$ cat config.mk
export PLATFORM = sky130hd
export DESIGN_NAME = fetch_queue_flat
export DESIGN_NICKNAME = d
export VERILOG_FILES = /design/src/rtl/fetch_queue_if.sv /design/src/rtl/fetch_queue.sv /design/src/flat_wrapper.sv
export SDC_FILE = /design/constraint.sdc
export NUM_CORES = 1
export LEC_CHECK = 0
export CORE_UTILIZATION = 59
export DETAILED_ROUTE_END_ITERATION = 10
export PLACE_DENSITY_LB_ADDON = 0.08
export SLEW_MARGIN = 40
export SYNTH_ARGS = -nofsm -noshare
export SYNTH_HDL_FRONTEND = slang
export SYNTH_SLANG_ARGS = --single-unit
$ cat constraint.sdc
create_clock -name clk -period 5.6 [get_ports clk]
set_input_delay 1.68 -clock clk [delete_from_list [all_inputs] [get_ports clk]]
set_output_delay 1.68 -clock clk [all_outputs]
set_load 0.05 [all_outputs]
$ cat src/rtl/fetch_queue_if.sv
// rtl/fetch_queue_if.sv - handshake bundle between fetch_queue, instruction memory and decode
//
// Signals:
//   imem_req_valid / imem_req_addr / imem_req_ready : fetch request channel (queue -> memory)
//   imem_rsp_valid / imem_rsp_data                  : in-order response channel (memory -> queue), no back-pressure
//   dec_valid / dec_instr / dec_pc / dec_ready      : decode channel (queue -> decode)
// Modports:
//   master : the fetch queue side
//   slave  : the environment side (memory plus decode)
`timescale 1ns/1ps

interface fetch_queue_if #(
    parameter int ADDRESS_WIDTH = 32,
    parameter int DATA_WIDTH    = 32
);
    logic                     imem_req_valid;
    logic [ADDRESS_WIDTH-1:0] imem_req_addr;
    logic                     imem_req_ready;
    logic                     imem_rsp_valid;
    logic [DATA_WIDTH-1:0]    imem_rsp_data;
    logic                     dec_valid;
    logic [DATA_WIDTH-1:0]    dec_instr;
    logic [ADDRESS_WIDTH-1:0] dec_pc;
    logic                     dec_ready;

    modport master (
        output imem_req_valid,
        output imem_req_addr,
        input  imem_req_ready,
        input  imem_rsp_valid,
        input  imem_rsp_data,
        output dec_valid,
        output dec_instr,
        output dec_pc,
        input  dec_ready
    );

    modport slave (
        input  imem_req_valid,
        input  imem_req_addr,
        output imem_req_ready,
        output imem_rsp_valid,
        output imem_rsp_data,
        input  dec_valid,
        input  dec_instr,
        input  dec_pc,
        output dec_ready
    );
endinterface

$ cat src/rtl/fetch_queue.sv
// rtl/fetch_queue.sv - in-order instruction fetch queue between the PC register and decode
//
// Ports:
//   clk        : single clock, rising edge
//   rst        : asynchronous active-low reset
//   pc_in      : current PC, driven straight out as the fetch address
//   pc_advance : a fetch request was accepted this cycle; the PC register may step
//   flush      : discard all queued and in-flight fetches (taken branch/jump)
//   bus        : fetch_queue_if.master carrying the memory request/response and decode channels
//   occupancy  : allocated entries (filled plus awaiting data)
//   stall_cnt  : cycles decode was ready but had nothing to take (only with FETCH_STALL_CNT_EN)
//
// Optional feature macro: FETCH_STALL_CNT_EN
//
// Each entry is allocated when its request is accepted (PC captured), filled when its
// response returns, and freed when decode pops it. Three pointers walk the ring:
// alloc (next request), fill (oldest entry still waiting for data), head (decode side).
`timescale 1ns/1ps

module fetch_queue #(
    parameter int ADDRESS_WIDTH = 32,
    parameter int DATA_WIDTH    = 32,
    parameter int DEPTH         = 4
) (
    input  logic                       clk,
    input  logic                       rst,
    input  logic [ADDRESS_WIDTH-1:0]   pc_in,
    output logic                       pc_advance,
    input  logic                       flush,
    fetch_queue_if.master              bus,
    output logic [$clog2(DEPTH+1)-1:0] occupancy
`ifdef FETCH_STALL_CNT_EN
    ,
    output logic [31:0]                stall_cnt
`endif
);

    localparam int PTR_W = $clog2(DEPTH);
    localparam int OCC_W = $clog2(DEPTH+1);
    localparam logic [OCC_W-1:0] DEPTH_OCC = OCC_W'(DEPTH);

    // Entry storage
    logic [ADDRESS_WIDTH-1:0] entry_pc   [DEPTH];
    logic [DATA_WIDTH-1:0]    entry_data [DEPTH];
    logic [DEPTH-1:0]         entry_filled;

    // Ring pointers and counters
    logic [PTR_W-1:0] alloc_ptr;
    logic [PTR_W-1:0] fill_ptr;
    logic [PTR_W-1:0] head_ptr;
    logic [OCC_W-1:0] occ_q;       // allocated entries
    logic [OCC_W-1:0] unfilled_q;  // allocated entries still waiting for their response
    logic [OCC_W-1:0] drop_cnt;    // responses still owed to fetches killed by a flush

    logic             req_valid;
    logic             req_fire;
    logic             rsp_drop;
    logic             rsp_claim;
    logic             rsp_fill;
    logic             head_filled;
    logic             pop;
    logic [OCC_W-1:0] flush_drop;

    // Request side. The full check uses the start-of-cycle occupancy, so a
    // pop in the same cycle never frees a slot for a same-cycle request.
    assign req_valid = (occ_q < DEPTH_OCC) & ~flush & rst;
    assign req_fire  = req_valid & bus.imem_req_ready;

    // Response side. Responses owed to killed fetches come back first, so they
    // are peeled off by drop_cnt before any live entry is filled. A response
    // with neither a drop owed nor a live entry waiting is ignored.
    assign rsp_drop  = bus.imem_rsp_valid & (drop_cnt != '0);
    assign rsp_claim = bus.imem_rsp_valid & (drop_cnt == '0) & (unfilled_q != '0);
    assign rsp_fill  = rsp_claim & ~flush;

    // Decode side; dec_valid comes only from registered state.
    assign head_filled = entry_filled[head_ptr];
    assign pop         = head_filled & bus.dec_ready & ~flush;

    assign bus.imem_req_valid = req_valid;
    assign bus.imem_req_addr  = pc_in;
    assign pc_advance         = req_fire;
    assign bus.dec_valid      = head_filled;
    assign bus.dec_instr      = entry_data[head_ptr];
    assign bus.dec_pc         = entry_pc[head_ptr];
    assign occupancy          = occ_q;

    // On flush every unfilled entry becomes a response to throw away, on top of
    // those already owed. A response landing in the flush cycle pays one off,
    // whether it was an old stale one or the reply for a now-killed entry.
    always_comb begin
        flush_drop = unfilled_q + drop_cnt;
        if (rsp_claim | rsp_drop) begin
            flush_drop = flush_drop - OCC_W'(1);
        end
    end

    always_ff @(posedge clk or negedge rst) begin
        if (!rst) begin
            alloc_ptr    <= '0;
            fill_ptr     <= '0;
            head_ptr     <= '0;
            occ_q        <= '0;
            unfilled_q   <= '0;
            drop_cnt     <= '0;
            entry_filled <= '0;
            for (int i = 0; i < DEPTH; i++) begin
                entry_pc[i]   <= '0;
                entry_data[i] <= '0;
            end
        end else if (flush) begin
            alloc_ptr    <= '0;
            fill_ptr     <= '0;
            head_ptr     <= '0;
            occ_q        <= '0;
            unfilled_q   <= '0;
            entry_filled <= '0;
            drop_cnt     <= flush_drop;
        end else begin
            if (req_fire) begin
                entry_pc[alloc_ptr] <= pc_in;
                alloc_ptr           <= alloc_ptr + PTR_W'(1);
            end

            if (rsp_drop) begin
                drop_cnt <= drop_cnt - OCC_W'(1);
            end

            // fill_ptr never points at the head entry being popped: the head
            // is already filled, fill_ptr sits on the oldest unfilled entry.
            if (rsp_fill) begin
                entry_data[fill_ptr]   <= bus.imem_rsp_data;
                entry_filled[fill_ptr] <= 1'b1;
                fill_ptr               <= fill_ptr + PTR_W'(1);
            end

            if (pop) begin
                entry_filled[head_ptr] <= 1'b0;
                head_ptr               <= head_ptr + PTR_W'(1);
            end

            case ({req_fire, pop})
                2'b10:   occ_q <= occ_q + OCC_W'(1);
                2'b01:   occ_q <= occ_q - OCC_W'(1);
                default: occ_q <= occ_q;
            endcase

            case ({req_fire, rsp_fill})
                2'b10:   unfilled_q <= unfilled_q + OCC_W'(1);
                2'b01:   unfilled_q <= unfilled_q - OCC_W'(1);
                default: unfilled_q <= unfilled_q;
            endcase
        end
    end

`ifdef FETCH_STALL_CNT_EN
    // Counts decode starvation; saturates instead of wrapping.
    always_ff @(posedge clk or negedge rst) begin
        if (!rst) begin
            stall_cnt <= '0;
        end else if (bus.dec_ready & ~head_filled & ~flush & (stall_cnt != '1)) begin
            stall_cnt <= stall_cnt + 32'd1;
        end
    end
`endif

endmodule

$ cat src/flat_wrapper.sv
// flat-port wrapper written by rule: the top's interface ports become plain ports
module fetch_queue_flat 
#(
    parameter int ADDRESS_WIDTH = 32,
    parameter int DATA_WIDTH    = 32,
    parameter int DEPTH         = 4
)
  (clk, rst, pc_in, pc_advance, flush, occupancy, bus_imem_req_valid, bus_imem_req_addr, bus_imem_req_ready, bus_imem_rsp_valid, bus_imem_rsp_data, bus_dec_valid, bus_dec_instr, bus_dec_pc, bus_dec_ready);
  fetch_queue_if #(.ADDRESS_WIDTH(ADDRESS_WIDTH), .DATA_WIDTH(DATA_WIDTH)) bus_i ();
  input  logic clk;
  input  logic rst;
  input  logic [ADDRESS_WIDTH-1:0] pc_in;
  output logic pc_advance;
  input  logic flush;
  output logic [$clog2(DEPTH+1)-1:0] occupancy;
  output wire logic [$bits(bus_i.imem_req_valid)-1:0] bus_imem_req_valid;
  output wire logic [$bits(bus_i.imem_req_addr)-1:0] bus_imem_req_addr;
  input wire logic [$bits(bus_i.imem_req_ready)-1:0] bus_imem_req_ready;
  input wire logic [$bits(bus_i.imem_rsp_valid)-1:0] bus_imem_rsp_valid;
  input wire logic [$bits(bus_i.imem_rsp_data)-1:0] bus_imem_rsp_data;
  output wire logic [$bits(bus_i.dec_valid)-1:0] bus_dec_valid;
  output wire logic [$bits(bus_i.dec_instr)-1:0] bus_dec_instr;
  output wire logic [$bits(bus_i.dec_pc)-1:0] bus_dec_pc;
  input wire logic [$bits(bus_i.dec_ready)-1:0] bus_dec_ready;
  assign bus_imem_req_valid = bus_i.imem_req_valid;
  assign bus_imem_req_addr = bus_i.imem_req_addr;
  assign bus_i.imem_req_ready = bus_imem_req_ready;
  assign bus_i.imem_rsp_valid = bus_imem_rsp_valid;
  assign bus_i.imem_rsp_data = bus_imem_rsp_data;
  assign bus_dec_valid = bus_i.dec_valid;
  assign bus_dec_instr = bus_i.dec_instr;
  assign bus_dec_pc = bus_i.dec_pc;
  assign bus_i.dec_ready = bus_dec_ready;
  fetch_queue #(.ADDRESS_WIDTH(ADDRESS_WIDTH), .DATA_WIDTH(DATA_WIDTH), .DEPTH(DEPTH)) u_core (.clk(clk), .rst(rst), .pc_in(pc_in), .pc_advance(pc_advance), .flush(flush), .bus(bus_i), .occupancy(occupancy));
endmodule
==> impl_metrics.env <==
export IMPL_status="finished, final reports clean"
export IMPL_wp_data_arrival_ns=3.10
export IMPL_synth_area_mm2=0.0126
export IMPL_dp_hpwl_um=16500
export IMPL_ys_top_cells_by_count="275 x sky130_fd_sc_hd__dfrtp_1, 250 x sky130_fd_sc_hd__mux2_2, 65 x sky130_fd_sc_hd__mux4_2"
export IMPL_worst_hold_path_type="register to register"
export IMPL_timing_final_setup_violations=0
export IMPL_post_place_ws_ns=0.824
export IMPL_synth_ff_type="sky130_fd_sc_hd__dfrtp_1"
export IMPL_max_slew_worst_pin_slew_ns=0.687
export IMPL_drtIter0Drc=318
export IMPL_layout_drive_gt1_share_pct=41.4
export IMPL_power_total_mw=5.78
export IMPL_cts_post_setup_buffers_inserted=0
export IMPL_report_final_hold_viol_count=0
export IMPL_utilization_of_the_core_after_routing_pct=73.2
export IMPL_fin_setup_tns_ns=0
export IMPL_synthDistinctLibCells=39
export IMPL_final_setup_skew_ns=0.0101
export IMPL_reg2reg_end="u_core.occupancy[2]"
export IMPL_critPathBufInv=2
export IMPL_max_freq_mhz=209
export IMPL_globalRouteOverflowTotal=0
export IMPL_worstSetupEndpoint="bus_imem_req_addr[30]"
export IMPL_areaGrowthSynthToFinish_pct=22.1
export IMPL_io_pins=172
export IMPL_tritoncts_num_buffers=29
export IMPL_largest_net_degree_at_the_start_of_global_routing=159
export IMPL_dr_total_vias=7182
export IMPL_fin_ws_ns=0.820
export IMPL_placementRows=53
export IMPL_drc=0
export IMPL_number_of_iterations_in_the_first_detailed_routing_pass=4
export IMPL_synth_top_area_share_pct=54.6
export IMPL_cts_repair_resized=0
export IMPL_rrSetupSlack_ns=2.75
export IMPL_placedInstanceArea_mm2=0.0144
export IMPL_max_cap_violations=0
export IMPL_clk_pin_slew_ns=0.06
export IMPL_start_util_pct=60.0
export IMPL_longest_individual_stage_delay_on_the_worst_path_ns=0.84
export IMPL_path_depth=2
export IMPL_worst_hold_start="u_core.entry_data[17]"
export IMPL_synth_area_leader_cell="sky130_fd_sc_hd__dfrtp_1"
export IMPL_cp_data_required_time_ns=3.92
export IMPL_setup_worst_path_start="pc_in[30]"
export IMPL_ys_warnings_count=0
export IMPL_power_leakage_nw=7.03
export IMPL_clockRootBuffer="sky130_fd_sc_hd__clkbuf_16"
export IMPL_avgRoutedWirePerCell_um=21.2
export IMPL_power_share_switching_pct=30.0
export IMPL_synth_most_common_cell="sky130_fd_sc_hd__dfrtp_1"
export IMPL_antenna_violating_nets_post_route=0
export IMPL_clock_insertion_delay_worst_skew_ns=0.53
export IMPL_holdWs_ns=0.480
export IMPL_timing_final_max_slew_violations=0
export IMPL_h_tree_depth=1
export IMPL_cp_slowest_cell="sky130_fd_sc_hd__clkdlybuf4s50_1"
export IMPL_syn_instance_count=784
export IMPL_routed_wl_um=26000
export IMPL_maxSlewHeadroom_pct=54.2
export IMPL_grt_pass1_vias=7849
export IMPL_synth_avg_cell_area_um2=16.1
export IMPL_largest_cells_by_area_after_synthesis="sky130_fd_sc_hd__dfrtp_1 55%, sky130_fd_sc_hd__mux2_2 22%, sky130_fd_sc_hd__mux4_2 12%"
export IMPL_p_int_mw=4.05
export IMPL_die_area_mm2=0.0220
export IMPL_insertedDiodeCount=0
export IMPL_ctsHoldBuffers=0
export IMPL_syn_nets=873
export IMPL_grt_antenna_before_repair=0
export IMPL_timing_critical_path_cells="clkdlybuf4s50_1 > clkdlybuf4s50_1"
export IMPL_cell_pwr_density_mw_per_mm2=375
export IMPL_maximum_fanout_along_the_worst_path=5
export IMPL_fp_coreArea_mm2=0.0210
export IMPL_pwr_share_seq_pct=41.3
export IMPL_seq_area_frac_synth_pct=54.6
export IMPL_clock_power_share_pct=32.6
export IMPL_cts_sinks=275
export IMPL_share_comb_of_total_power_pct=26.2
export IMPL_critPathKind="primary input to output port"
export IMPL_timing_critical_path_max_delay_family="buffers and inverters"
export IMPL_design_area_mm2=0.0154
export IMPL_post_drt_via_cell_ratio=5.86
export IMPL_grt_pass1_wl_um=42100
export IMPL_worstReg2RegStart="u_core.head_ptr[0]"
export IMPL_ir_drop_uv=327
export IMPL_die_x_um=148
export IMPL_setup_repair_after_global_routing_missed_its_margin="false"
export IMPL_io_buffers=171
export IMPL_finalWeightedCongestion=0.742
export IMPL_synth_seq_cells=275
export IMPL_synth_edff_count=0
export IMPL_ff2ff_path_depth=7
export IMPL_worstSetupEndpointType="output port"
export IMPL_crit_path_frequent_cell="sky130_fd_sc_hd__clkdlybuf4s50_1"
export IMPL_cts_tree="built"
export IMPL_place_detailed_instances=1172
export IMPL_period_needed_ns=4.78
export IMPL_synthArstFlopShare_pct=100
export IMPL_die_h_um=148
export IMPL_global_route_usage_sum_pct=24.7
export IMPL_stdcell_count=1225
export IMPL_final_net_count=1018
export IMPL_final_period_utilization_pct=85.4
export IMPL_max_clock_path_buffers=3
export IMPL_power_net_switching_mw=1.73
export IMPL_critPathLaunchType="primary input"
-- logic make-up (layout without fill, tap and decap cells) --
logic type               after synthesis  count (layout)  synth area share [%]
flip-flops                           275             275                  54.6
multiplexers                         329             329                  35.1
adder cells (fa/ha/maj)               19              19                  2.06
AND/OR/NAND/NOR                       43              43                  2.62
AO/OA/AOI/OAI                         24              24                  1.10
XOR/XNOR                               7               7                 0.486
buffers and inverters                 87             253                  4.03
-- final cells by class --
class                           count  area (um^2)
Clock buffer                       41          841
Sequential cell                   275         6890
Multi-Input combinational cell    422         5230
Inverter                           13         48.8
Clock inverter                     11          109
Tap cell                          275          344
Timing Repair Buffer              188         1940
Fill cell                        1281         5620
-- cell usage in the layout, fill, tap and decap left out, drive strengths merged, types with 3 or more instances in the layout --
| master | count |
|---|---|
| fa | 3 |
| nor4b | 5 |
| xnor2 | 7 |
| a211oi | 3 |
| nand2 | 12 |
| mux2i | 4 |
| mux4 | 65 |
| ha | 16 |
| a21oi | 13 |
| buf | 20 |
| o21ai | 5 |
| clkinv | 9 |
| dfrtp | 275 |
| mux2 | 260 |
| inv | 13 |
| nor3 | 5 |
| nor2 | 7 |
| clkbuf | 41 |
| clkdlybuf4s50 | 168 |
-- worst min-delay path by stage --
stage	endpoint	slack (ns)	depth (start not counted)
floorplan	u_core.entry_data[17]	0.45	1
global placement	u_core.entry_data[17]	0.46	1
detailed placement	u_core.entry_data[17]	0.47	1
CTS	u_core.entry_data[17]	0.49	1
global route	u_core.entry_data[126]	0.51	1
finish	u_core.entry_data[17]	0.48	1
-- power groups by stage --
| stage | combinational [mW] | sequential [mW] | clock [mW] |
|---|---|---|---|
| after floorplan | 1.06 | 2.37 | 0 |
| after global placement | 1.47 | 2.38 | 0 |
| after detailed placement | 1.52 | 2.42 | 0 |
| after CTS | 1.53 | 2.38 | 1.92 |
| after global routing | 1.60 | 2.42 | 2.01 |
| final | 1.51 | 2.39 | 1.88 |
-- state kept, by name, indices dropped and copies added, names as in the netlist --
| name | flops |
|---|---|
| u_core.occupancy | 3 |
| u_core.unfilled_q | 3 |
| u_core.fill_ptr | 2 |
| u_core.alloc_ptr | 2 |
| u_core.entry_pc | 128 |
| u_core.drop_cnt | 3 |
| u_core.entry_filled | 4 |
| u_core.entry_data | 128 |
| u_core.head_ptr | 2 |
-- per-layer routing --
metal	wire (um)	global-route usage, %	vias to the layer above
met5	0	0	-
met1	10900	32.6	3836
met4	349	4.64	0
met3	1340	5.00	32
met2	13400	42.9	154
li1	-	-	3160
Power figures use the tool's default switching activity.
